`src/rtl/paddle_pkg.sv`:
```
`default_nettype none
// +--------------------------------------------------------------------+
// | paddle_pkg - shared key FSM states, key indices and event codes     |
// | Rev 1.0                                                             |
// +--------------------------------------------------------------------+
package paddle_pkg;

    typedef enum logic [0:0] {
        RELEASED = 1'b0,
        PRESSED  = 1'b1
    } key_state_e;

    typedef enum logic [1:0] {
        EV_NONE   = 2'd0,
        EV_PRESS  = 2'd1,
        EV_REPEAT = 2'd2
    } key_ev_e;

    localparam int NUM_KEYS  = 4;
    localparam int KEY_P1_UP = 0;
    localparam int KEY_P1_DN = 1;
    localparam int KEY_P2_UP = 2;
    localparam int KEY_P2_DN = 3;

    // Press and repeat events both request one paddle step.
    function automatic logic is_move(input logic [1:0] ev);
        return ev != EV_NONE;
    endfunction

endpackage
`default_nettype wire

```
`src/rtl/key_debounce.sv`:
```
`default_nettype none
// +--------------------------------------------------------------------+
// | key_debounce - synchronizer plus debounce/auto-repeat FSM per key   |
// | Rev 1.0                                                             |
// +--------------------------------------------------------------------+
module key_debounce
    import paddle_pkg::*;
#(
    parameter int DEB_N    = 3,
    parameter int REPEAT_N = 10
) (
    input  logic       clk,
    input  logic       rstn,
    input  logic       tick,
    input  logic       key_n,
    output logic [1:0] evt
);

    localparam int DEB_W = (DEB_N > 1) ? $clog2(DEB_N + 1) : 1;
    localparam int REP_W = (REPEAT_N > 1) ? $clog2(REPEAT_N + 1) : 1;

    localparam logic [DEB_W-1:0] DEB_LAST = DEB_W'(DEB_N - 1);
    localparam logic [REP_W-1:0] REP_LAST = REP_W'(REPEAT_N - 1);

    localparam logic [0:0] S_RELEASED = RELEASED;
    localparam logic [0:0] S_PRESSED  = PRESSED;

    logic             sync1;
    logic             sync2;
    logic             sample;
    logic [0:0]       state;
    logic [0:0]       state_nx;
    logic [DEB_W-1:0] deb_cnt;
    logic [DEB_W-1:0] deb_nx;
    logic [REP_W-1:0] rep_cnt;
    logic [REP_W-1:0] rep_nx;

    always_ff @(posedge clk or negedge rstn) begin
        if (!rstn) begin
            sync1 <= 1'b1;
            sync2 <= 1'b1;
        end else begin
            sync1 <= key_n;
            sync2 <= sync1;
        end
    end

    assign sample = ~sync2;

    // deb_cnt counts consecutive samples that disagree with the current state.
    always_comb begin
        state_nx = state;
        deb_nx   = deb_cnt;
        rep_nx   = rep_cnt;
        evt      = EV_NONE;
        if (tick) begin
            if (state == S_RELEASED) begin
                if (sample) begin
                    if (deb_cnt == DEB_LAST) begin
                        state_nx = S_PRESSED;
                        deb_nx   = '0;
                        rep_nx   = '0;
                        evt      = EV_PRESS;
                    end else begin
                        deb_nx = deb_cnt + 1'b1;
                    end
                end else begin
                    deb_nx = '0;
                end
            end else begin
                if (!sample) begin
                    if (deb_cnt == DEB_LAST) begin
                        state_nx = S_RELEASED;
                        deb_nx   = '0;
                    end else begin
                        deb_nx = deb_cnt + 1'b1;
                    end
                end else begin
                    deb_nx = '0;
                    if (rep_cnt == REP_LAST) begin
                        rep_nx = '0;
                        evt    = EV_REPEAT;
                    end else begin
                        rep_nx = rep_cnt + 1'b1;
                    end
                end
            end
        end
    end

    always_ff @(posedge clk or negedge rstn) begin
        if (!rstn) begin
            state   <= S_RELEASED;
            deb_cnt <= '0;
            rep_cnt <= '0;
        end else begin
            state   <= state_nx;
            deb_cnt <= deb_nx;
            rep_cnt <= rep_nx;
        end
    end

endmodule
`default_nettype wire

```
`src/rtl/paddle_ctrl.sv`:
```
`default_nettype none
// +--------------------------------------------------------------------+
// | paddle_ctrl - sample-tick divider, key arbitration, paddle positions |
// | Rev 1.0                                                             |
// +--------------------------------------------------------------------+
module paddle_ctrl
    import paddle_pkg::*;
#(
    parameter int TICK_DIV = 300000,
    parameter int DEB_N    = 3,
    parameter int REPEAT_N = 10,
    parameter int PAD_W    = 10,
    parameter int PAD_MIN  = 0,
    parameter int PAD_MAX  = 400,
    parameter int PAD_INIT = 200,
    parameter int STEP     = 8
) (
    input  logic             clk,
    input  logic             rstn,
    input  logic [3:0]       key_n,
    input  logic             recenter,
    output logic             tick_o,
    output logic [PAD_W-1:0] p1_pos,
    output logic [PAD_W-1:0] p2_pos,
    output logic             p1_move,
    output logic             p2_move
);

    localparam int CNT_W = (TICK_DIV > 1) ? $clog2(TICK_DIV) : 1;

    localparam logic [CNT_W-1:0] CNT_LAST = CNT_W'(TICK_DIV - 1);
    localparam logic [PAD_W:0]   STEP_X   = (PAD_W + 1)'(STEP);
    localparam logic [PAD_W:0]   MIN_X    = (PAD_W + 1)'(PAD_MIN);
    localparam logic [PAD_W:0]   MAX_X    = (PAD_W + 1)'(PAD_MAX);
    localparam logic [PAD_W-1:0] INIT_P   = PAD_W'(PAD_INIT);

    logic [CNT_W-1:0] tick_cnt;
    logic [1:0]       evt [NUM_KEYS];
    logic [PAD_W-1:0] p1_nx;
    logic [PAD_W-1:0] p2_nx;

    always_ff @(posedge clk or negedge rstn) begin
        if (!rstn) begin
            tick_cnt <= '0;
        end else if (tick_cnt == CNT_LAST) begin
            tick_cnt <= '0;
        end else begin
            tick_cnt <= tick_cnt + 1'b1;
        end
    end

    assign tick_o = (tick_cnt == CNT_LAST);

    for (genvar k = 0; k < NUM_KEYS; k++) begin : g_keys
        key_debounce #(
            .DEB_N    (DEB_N),
            .REPEAT_N (REPEAT_N)
        ) u_key (
            .clk   (clk),
            .rstn  (rstn),
            .tick  (tick_o),
            .key_n (key_n[k]),
            .evt   (evt[k])
        );
    end

    // One extra bit keeps the subtraction from wrapping before the clamp.
    function automatic logic [PAD_W-1:0] next_pos(
        input logic [PAD_W-1:0] pos,
        input logic             up,
        input logic             dn
    );
        logic [PAD_W:0] res;
        res = {1'b0, pos};
        if (up && !dn) begin
            res = {1'b0, pos} - STEP_X;
            if (res[PAD_W] || (res < MIN_X)) begin
                res = MIN_X;
            end
        end else if (dn && !up) begin
            res = {1'b0, pos} + STEP_X;
            if (res > MAX_X) begin
                res = MAX_X;
            end
        end
        return res[PAD_W-1:0];
    endfunction

    always_comb begin
        p1_nx = next_pos(p1_pos, is_move(evt[KEY_P1_UP]), is_move(evt[KEY_P1_DN]));
        p2_nx = next_pos(p2_pos, is_move(evt[KEY_P2_UP]), is_move(evt[KEY_P2_DN]));
    end

    always_ff @(posedge clk or negedge rstn) begin
        if (!rstn) begin
            p1_pos  <= INIT_P;
            p2_pos  <= INIT_P;
            p1_move <= 1'b0;
            p2_move <= 1'b0;
        end else if (recenter) begin
            p1_pos  <= INIT_P;
            p2_pos  <= INIT_P;
            p1_move <= (p1_pos != INIT_P);
            p2_move <= (p2_pos != INIT_P);
        end else begin
            p1_pos  <= p1_nx;
            p2_pos  <= p2_nx;
            p1_move <= (p1_nx != p1_pos);
            p2_move <= (p2_nx != p2_pos);
        end
    end

endmodule
`default_nettype wire

```
`config.mk`:
```
export PLATFORM = sky130hd
export DESIGN_NAME = paddle_ctrl
export DESIGN_NICKNAME = d
export VERILOG_FILES = /design/src/rtl/paddle_pkg.sv /design/src/rtl/key_debounce.sv /design/src/rtl/paddle_ctrl.sv
export SDC_FILE = /design/constraint.sdc
export NUM_CORES = 1
export LEC_CHECK = 0
export BUFFER_PORTS_ARGS = -buffer_cell sky130_fd_sc_hd__clkbuf_2
export CAP_MARGIN = 10
export CORE_AREA = 4 4 104 106
export DETAILED_ROUTE_END_ITERATION = 10
export DIE_AREA = 0 0 108 110
export GPL_TIMING_DRIVEN = 0
export HOLD_SLACK_MARGIN = 0.12
export PLACE_DENSITY = 0.63
export REMOVE_ABC_BUFFERS = 1
export SYNTH_ARGS = -nofsm -noshare
export SYNTH_HDL_FRONTEND = slang
export SYNTH_SLANG_ARGS = --single-unit
```
`constraint.sdc`:
```
create_clock -name clk -period 7.52 [get_ports clk]
set_input_delay 1.504 -clock clk [delete_from_list [all_inputs] [get_ports clk]]
set_output_delay 1.504 -clock clk [all_outputs]
set_load 0.1 [all_outputs]
```
; Word-level counts from Yosys, hierarchy flattened
; Index checks and enable logic that the tools add are counted.
[word_totals]
ff_bits = 77
out_inout_bits = 23
word_cells = 174
[classes]
n_addsub = 13
n_lt_le_gt_ge = 4
n_eq_ne = 13
n_mux = 93
bitwise_logic = 4
reduce_logical = 22
[ops]
columns = operator, n
row1 = 10-bit two-way mux, 10
row2 = 4-bit two-way mux, 20
row3 = 2-bit two-way mux, 36
row4 = 1-bit two-way mux, 26
row5 = 10-bit by 4-bit adder with 11-bit output (second input constant), 2
row6 = 11-bit by 9-bit greater-than comparator with 1-bit output (second input constant), 2
row7 = 11-bit by 1-bit < comparator with 1-bit output (second input constant), 2
row8 = 10-bit by 4-bit subtractor with 11-bit output (second input constant), 2
row9 = 10-bit inequality test, 2
row10 = 10-bit by 8-bit inequality test with 1-bit output (second input constant), 2
row11 = 19-bit by 1-bit adder with 19-bit output (second input constant), 1
row12 = 19-bit equality test (second input constant), 1
row13 = 19-bit two-way mux, 1
row14 = 4-bit by 1-bit adder with 4-bit output (second input constant), 4
row15 = 4-bit equality test (second input constant), 4
row16 = 2-bit nonzero test, 8
row17 = 3-bit AND reduction, 4
row18 = 2-bit by 1-bit adder with 2-bit output (second input constant), 4
row19 = 2-bit equality test (second input constant), 4
row20 = 1-bit logical AND, 4
row21 = 1-bit logical NOT, 4
row22 = 1-bit inverter, 4
row23 = 1-bit logical OR, 2

; Longest topological paths before layout
; Gate-level depths: netlist of the first run.
[depth]
ltp_word = 12
mapped_depth = 11
ltp_nobuf = 10

; Hierarchy
; From an unflattened synthesis of the first run, not the netlist that was laid out.
[hier_totals]
cells_unflattened = 549
hier_area_um2 = 4953.5
[by_module_without_submodules]
columns = module, instances, cells_per_inst, area_each_um2, seq_area_each_um2
row1 = paddle_ctrl, 1, 373, 3131.8, 1033.5
row2 = key_debounce, 4, 44, 455.4, 227.7

; Worst setup path after synthesis of the first run
; OpenSTA, ideal clock, no wires.
[synth_timing]
path_kind = reg-to-reg
startpoint = register p2_pos[4]
endpoint = register p2_move
setup_ns = 0.139
t_arrival_ns = 3.180
slack_ns = 4.201
stages_incl_launch_ff = 12
synth_period_minus_slack_ns = 3.319
path_cell_list = dfrtp_1 > ha_1 > clkbuf_1 > nor2b_1 > a22o_1 > o211ai_1 > a21oi_1 > o21ai_0 > buf_2 > a211o_1 > nand3_1 > or4_1
[synth_via]
elab_chain_len = 7
[synth_lines]
columns = item, line
row1 = from (decl), paddle_ctrl.sv:24  ; output logic [PAD_W-1:0] p2_pos,
row2 = from (signal assigned), paddle_ctrl.sv:107  ; p2_pos <= p2_nx;
row3 = 10-bit by 4-bit adder with 11-bit output or 10-bit by 4-bit subtractor with 11-bit output (tied branches), "paddle_ctrl.sv:81, paddle_ctrl.sv:76"
row4 = 11-bit by 9-bit greater-than comparator with 1-bit output or 11-bit by 1-bit < comparator with 1-bit output (tied branches), "paddle_ctrl.sv:82, paddle_ctrl.sv:77"
row5 = 10-bit two-way mux or 1-bit logical OR (tied branches), "paddle_ctrl.sv:82, paddle_ctrl.sv:77"
row6 = "10-bit two-way mux, on equally long branches", "paddle_ctrl.sv:80, paddle_ctrl.sv:77"
row7 = 10-bit two-way mux, paddle_ctrl.sv:75  ; if (up && !dn) begin
row8 = 10-bit inequality test, paddle_ctrl.sv:109  ; p2_move <= (p2_nx != p2_pos);
row9 = 1-bit two-way mux (*), paddle_ctrl.sv:100  ; end else if (recenter) begin
row10 = to (signal assigned), paddle_ctrl.sv:104  ; p2_move <= (p2_pos != INIT_P);
row11 = to (signal assigned), paddle_ctrl.sv:109
row12 = to (decl), paddle_ctrl.sv:26  ; output logic p2_move
; Every way passes the cells marked *; elsewhere a longest branch is shown, timed or not.
; A chain may end at the register's enable or synchronous reset.

; Worst setup path in the final report of the first run
[layout_timing]
startpoint = register tick_cnt[0]
endpoint = output port tick_o
[layout_via]
elab_chain_len = 1
[layout_lines]
columns = item, line
row1 = from (decl), paddle_ctrl.sv:37  ; logic [CNT_W-1:0] tick_cnt;
row2 = from (signal assigned), paddle_ctrl.sv:48  ; tick_cnt <= tick_cnt + 1'b1;
row3 = 19-bit equality test, paddle_ctrl.sv:52  ; assign tick_o = (tick_cnt == CNT_LAST);
row4 = to (decl), paddle_ctrl.sv:22  ; output logic tick_o,
; No other way between the ends.

==> results of run 1 <==
## state kept, by name, summed over array words and instances (netlist names), named ones only
name                  flops
p1_pos                   10
p2_move                   1
g_keys.u_key.sync2        4
p1_move                   1
g_keys.u_key.rep_cnt     16
g_keys.u_key.sync1        4
g_keys.u_key.deb_cnt      8
p2_pos                   10
tick_cnt                 19
## layout by cell type (no fill, tap or decap), drive strengths merged, types with 4 or more instances in the layout
cell,count
nor2,65
nand2,65
dfrtp,63
o21ai,49
clkbuf,39
nand3,34
a21oi,31
inv,26
nor3,18
xor2,16
dfstp,14
ha,13
xnor2,11
nor2b,9
and3,9
nand2b,9
or3,8
or2,7
nand4,6
o211ai,6
a21o,5
o31ai,5
and2,5
o21a,5
o22ai,4
a211o,4
mux2i,4
## worst max-delay path by stage
stage               to        start  depth (start not counted)
4_1_cts         tick_o  tick_cnt[0]                          6
3_3_place_gp   p2_move     recenter                          9
2_1_floorplan  p2_move    p2_pos[4]                          9
5_1_grt         tick_o  tick_cnt[0]                          6
6_report        tick_o  tick_cnt[0]                          6
3_5_place_dp   p2_move     recenter                          9
## power groups by stage
stage	clock (W)	sequential (W)	combinational, W
floorplan	0	0.000429	0.00000596
global placement	0	0.000428	0.0000213
detailed placement	0	0.000428	0.0000237
CTS	0.000373	0.000420	0.0000237
global route	0.000391	0.000420	0.0000260
finish	0.000364	0.000420	0.0000229
## critical path, stage by stage, from the launching register on
cell and delay (ns):
dfrtp_1 0.41, ha_1 0.24, and4_2 0.28, nand3_1 0.08, or2_0 0.63, inv_1 0.17
clkbuf_2 0.42
## cells by family after synthesis
logic type | count (synthesis)
buffers and inverters | 48
adder cells (fa/ha/maj) | 13
AND/OR/NAND/NOR | 252
flip-flops | 77
AO/OA/AOI/OAI | 143
multiplexers | 6
XOR/XNOR | 27
## final cells by class
cell class	count	share of cell area, %
clock inverters	6	1.79
multi-input cells	441	50.0
clock buffers	10	2.62
repair buffers	32	3.64
flip-flops and latches	77	37.0
well taps	133	3.17
inverters	25	1.79
## stage by stage
stage / area (µm²) / total power [W]
4_1_cts: 5240 / 0.000817
3_3_place_gp: 4980 / 0.000449
2_1_floorplan: 4670 / 0.000435
3_5_place_dp: 5010 / 0.000451
6_report: 5260 / 0.000807
5_1_grt: 5260 / 0.000837
## layer usage
| metal | share of wire [%] | up-vias | track usage (%) |
|---|---|---|---|
| met3 | 5.0 | 18 | 3.38 |
| met4 | 1.8 | 0 | 8.03 |
| met2 | 46 | 117 | 32.0 |
| met1 | 47 | 1986 | 26.3 |
| li1 | - | 2045 | - |
| met5 | 0 | - | 0 |
==> flow_summary.json, run 1 <==
{
  "port_buffers": 29,
  "seq_power_share_pct": 52.0,
  "gp_congestion": 0.890,
  "fillers": 955,
  "rsz0062_at_grt": "no",
  "cts_buffer_depth": 2,
  "clkPwrFrac_pct": 45.2,
  "min_to": "g_keys[0].u_key.sync2",
  "tightest_slew_ns": 1.05,
  "antenna_found_initial": 0,
  "p_int_w": 0.000624,
  "fin_crit_ns": 4.11,
  "ys_top_cells_by_count": "nor2_1 (65), nand2_1 (64), dfrtp_1 (63)",
  "hp-class": "reg2reg",
  "die_h_um": 110,
  "rows": 36,
  "cts_made_buffers": 9,
  "num_vias": 4166,
  "drv_cap": 0,
  "yosysWarningCount": 0,
  "post_drt_wl_per_cell_um": 15.1,
  "cts_tree": "yes",
  "fin_util_pct": 53.8,
  "setup_violations": 0,
  "end_kind": "primary output",
  "dr.first_iter.drc_count": 224,
  "htreeDepth": 3,
  "clk_latency_ns": 0.36,
  "rr_worst_depth": 9,
  "yosys.cell_types.count": 66,
  "criticalPathCategory": "reg2out",
  "multi_input_area_um2": 2630,
  "synth-compound-area-share_pct": 19.3,
  "avgViaCountPerCell": 5.75,
  "async_flop_share_pct": 100,
  "grt_pass1_vias": 3953,
  "synth_cells": 566,
  "io_pins": 30,
  "initial_core_util_pct": 48.7,
  "synth_top_family_by_area": "simple AND/OR/NAND/NOR gates",
  "p_per_area_nw_per_um2": 153,
  "diodes": 0,
  "syn_avg_cell_area_um2": 8.41,
  "post-place-ws_ns": 3.58,
  "netlist_area_um2": 4760,
  "drtAntennaViolNets": 0,
  "max-slew-margin-rel_pct": 28.2,
  "r2r_end": "p1_move",
  "fin_skew_ns": 0.00739,
  "cts_resized": 0,
  "postCtsSetupRepairBufs": 0,
  "r2r_slack_ns": 4.29,
  "drive_gt1_share_pct": 13.9,
  "hold_viol": 0,
  "period_share_pct": 54.6,
  "clkTransAtPathRegs_ns": 0.08,
  "switching_power_w": 0.000183,
  "grt_pass1_wl_mm": 18.8,
  "final_cells": 724,
  "fp.coreArea_um2": 9770,
  "status": "finished, final reports clean",
  "cp.required_ns": 6.02,
  "swShare_pct": 22.7,
  "synth-adder-area-share_pct": 3.42,
  "crit_arrival_ns": 2.60,
  "crit_path_start_kind": "flop",
  "fin_hold_ws_ns": 0.359,
  "whs_path_depth": 0,
  "syn2layout_area_growth_pct": 10.4,
  "grt_max_degree": 61,
  "setup_ws_ns": 3.41,
  "ys_seq_elements": 77,
  "die_width_um": 108,
  "dp_hpwl_mm": 7.67,
  "drtPass1Iterations": 5,
  "overflow": 0,
  "cts_root_buf": "clkbuf_8",
  "synth_edf_count": 0,
  "r2r_start": "p1_pos[3]",
  "synthSimpleGateAreaFrac_pct": 26.2,
  "dp.cells": 706,
  "power_frac_comb_pct": 2.8,
  "fmax_mhz": 244,
  "final-seq-area_um2": 1940,
  "synth-main-ff-cell": "dfrtp_1",
  "synth.top_cell.area_share_pct": 33.1,
  "hp-start": "g_keys[0].u_key.sync1",
  "setup_tns_ns": 0,
  "dieArea_um2": 11900,
  "total_leakage_power_nw": 2.28,
  "synthXorXnorAreaFrac_pct": 4.97,
  "peakVddDrop_mv": 0.0941,
  "netlist_top_cells_area": "dfrtp_1 (33%), dfstp_2 (7.7%), nor2_1 (5.1%), o21ai_0 (5.0%), nand2_1 (5.0%)",
  "ys_seq_area_share_pct": 40.9,
  "maxSlewViolCount": 0,
  "nets": 606,
  "grtUsageTotal_pct": 19.7,
  "drc": 0,
  "yosysTopAreaCell": "dfrtp_1",
  "synth_most_common_cell": "nor2_1",
  "wl_mm": 11.0,
  "synthMuxAreaShare_pct": 1.31,
  "cts_hold_buf": 0,
  "crit_fanout": 14,
  "cts_sinks": 77
}
(Power assumes the default switching activity.)
==> run 2, diff against run 1 <==
--- a/config.mk
+++ b/config.mk
@@ -5,6 +5,7 @@
 export SDC_FILE = /design/constraint.sdc
 export NUM_CORES = 1
 export LEC_CHECK = 0
+export ABC_AREA = 1
 export BUFFER_PORTS_ARGS = -buffer_cell sky130_fd_sc_hd__clkbuf_2
 export CAP_MARGIN = 10
 export CORE_AREA = 4 4 104 106
==> constraint.sdc (replaced) <==
create_clock -name clk -period 3.8 [get_ports clk]
set_input_delay 0.76 -clock clk [delete_from_list [all_inputs] [get_ports clk]]
set_output_delay 0.76 -clock clk [all_outputs]
set_load 0.1 [all_outputs]
==> run 2 against run 1 <==
  * Flip-flop and latch count unchanged
  * Routed wire length decreased by 7.6%
  * Die area unchanged
  * Sequential power is 97% higher
  * Core utilization is 0.064 points lower
  * Final cell count increased by 15%
  * Setup slack worse by 2.8 ns
  * Count of clock-buffer cells in the layout unchanged
  * Combinational power grew 63%
  * Via count decreased by 0.46%
  * Critical endpoint unchanged
  * First-iteration DRC count fell by 7.6%
==> flow_summary.json, run 2 <==
{
  "status": "finished, final reports clean",
  "drc": 0,
  "yosysTopAreaCell": "dfrtp_1",
  "cts_resized": 0,
  "synth_cells": 662,
  "hp-class": "reg2reg",
  "cts_hold_buf": 0,
  "port_buffers": 29,
  "avgViaCountPerCell": 4.99,
  "critPathTopFamily": "buffers and inverters",
  "criticalPathCategory": "reg2out",
  "syn2layout_area_growth_pct": 9.38,
  "gp_congestion": 0.895,
  "period_share_pct": 84.2,
  "fin_crit_ns": 3.20,
  "final_cell_mix": "nand2_1 (150), inv_1 (113), nor2_1 (68)",
  "post-place-ws_ns": 0.966,
  "postCtsSetupRepairBufs": 0,
  "initial_core_util_pct": 49.1,
  "dr.first_iter.drc_count": 207,
  "drtPass1Iterations": 4,
  "cts_root_buf": "clkbuf_8",
  "end_kind": "primary output",
  "drv_cap": 0,
  "largestRegisters": "tick_cnt x19, g_keys.u_key.rep_cnt x16",
  "yosysWarningCount": 0,
  "drtAntennaViolNets": 0,
  "cts_buffer_depth": 2,
  "dieArea_um2": 11900,
  "netlist_top_cells_area": "dfrtp_1 (33%), nand2_1 (12%), inv_1 (8.8%), dfstp_2 (7.7%), nand3_1 (6.2%)",
  "setup_tns_ns": 0,
  "syn_avg_cell_area_um2": 7.25,
  "synth.top_cell.area_share_pct": 32.8,
  "wl_mm": 10.1,
  "nets": 713,
  "fin_skew_ns": 0.0126,
  "overflow": 0,
  "antenna_found_initial": 0,
  "ys_seq_area_share_pct": 40.5,
  "cp_num_buf_inv": 2,
  "cts_made_buffers": 9,
  "netlist_area_um2": 4800,
  "largest-register": "tick_cnt",
  "fp.coreArea_um2": 9770,
  "synth-main-ff-cell": "dfrtp_1",
  "clkTransAtPathRegs_ns": 0.08,
  "grtUsageTotal_pct": 18.6,
  "cp.required_ns": 3.04,
  "p_per_area_nw_per_um2": 274,
  "setup_violations": 0,
  "maxSlewViolCount": 0,
  "grt_pass1_vias": 3980,
  "die_width_um": 108,
  "drive_gt1_share_pct": 12.6,
  "htreeDepth": 3,
  "largest_reg_flops": 19,
  "yosys.cell_types.count": 41,
  "ys_seq_elements": 77,
  "postLayoutCellArea_um2": 5250,
  "grt_max_degree": 44,
  "synth_edf_count": 0,
  "crit_fanout": 18,
  "dp_hpwl_mm": 7.45,
  "die_h_um": 110,
  "cts_sinks": 77,
  "cts_tree": "yes",
  "hold_viol": 0,
  "rows": 36,
  "total_leakage_power_nw": 2.72,
  "max-slew-margin-rel_pct": 64.1,
  "rsz0062_at_grt": "no",
  "crit_arrival_ns": 2.44,
  "path_cells": "ha_1, nand2_2, nor2_4, nand3_4, clkinv_1, clkbuf_2",
  "grt_pass1_wl_mm": 17.8,
  "critPathMaxStageDelay_ns": 0.53,
  "io_pins": 30,
  "tightest_slew_ns": 0.535,
  "synth_most_common_cell": "nand2_1",
  "place_area_um2": 5070,
  "clk_latency_ns": 0.36,
  "ys_top_cells_by_count": "nand2_1 (150), inv_1 (113), nor2_1 (68)",
  "crit_path_start_kind": "flop",
  "peakVddDrop_mv": 0.176,
  "final_common_cell": "nand2_1",
  "setup_ws_ns": 0.602,
  "fmax_mhz": 313,
  "slowest_stage": "clkbuf_2",
  "async_flop_share_pct": 100,
  "diodes": 0,
  "post_drt_wl_per_cell_um": 12.2,
  "num_vias": 4147
}
==> run 2: cell types whose count changed after synthesis, moves of 12 or more <==
cell | before | now
clkbuf_1 | 19 | 3
inv_1 | 24 | 113
o21ai_1 | 1 | 13
nand3_1 | 33 | 59
nand2_1 | 64 | 150
o21ai_0 | 48 | 33
==> run 2: layout make-up <==
type                            count  area (µm²)
Clock buffer                       10         128
Clock inverter                      6        47.5
Fill cell                         981        4520
Inverter                          120         452
Multi-Input combinational cell    455        2340
Sequential cell                    77        1940
Tap cell                          133         166
Timing Repair Buffer               30         175
==> run 2: per-stage QoR <==
stage	power [W]	cells	hold slack (ns)	utilization [%]
2_1_floorplan	0.000856	652	0.345	-
3_3_place_gp	0.000879	814	0.346	51.6
3_5_place_dp	0.000884	815	0.347	51.9
4_1_cts	0.00146	831	0.362	53.7
5_1_grt	0.00150	831	0.358	53.7
6_report	0.00144	831	0.363	53.7
==> run 2: worst register-to-register path, cell delays in order, from the launching register on <==
cell and delay (ns):
dfrtp_1 0.37, ha_1 0.20, nand2_2 0.10, nor2_4 0.17
nand3_1 0.14, nor2_4 0.36, nand2_2 0.25, inv_1 0.16
nand2_1 0.18, nand3_1 0.15, nand2_1 0.09, nand2_1 0.09
nand2_1 0.06, inv_1 0.05, nand2_1 0.05, nor2_1 0.08
nand2_1 0.06
==> run 2: cells by family (layout without fill, tap and decap cells) <==
group	count (synthesis)	in the layout	synth area share, %
adder cells (fa/ha/maj)	13	13	3.39
XOR/XNOR	12	12	2.19
AO/OA/AOI/OAI	101	101	11.7
multiplexers	2	2	0.417
AND/OR/NAND/NOR	327	327	31.0
buffers and inverters	130	166	10.8
flip-flops	77	77	40.5
==> run 2: worst paths after layout <==
path	to	slack, ns	startpoint	depth (start not counted)
setup / recovery	tick_o	0.60	tick_cnt[0]	6
hold / removal	g_keys[0].u_key.sync2	0.36	g_keys[0].u_key.sync1	0
setup reg to reg	p1_move	1.14	tick_cnt[0]	16
hold reg to reg	g_keys[0].u_key.sync2	0.36	g_keys[0].u_key.sync1	0
max in group asynchronous	g_keys[2].u_key.sync1	2.75	rstn	2
min in group asynchronous	tick_cnt[13]	0.38	rstn	1
==> run 2: layer usage <==
layer | global-route usage [%] | routed length (µm)
met5 | 0 | 0
met4 | 5.41 | 151
met1 | 25.4 | 4910
met2 | 30.2 | 4680
met3 | 3.73 | 369
==> run 2: where the power goes <==
group	switching [W]	internal, W
Clock	0.000330	0.000242
Combinational	0.0000281	0.00000927
Sequential	0.00000218	0.000827
Total	0.000360	0.00108
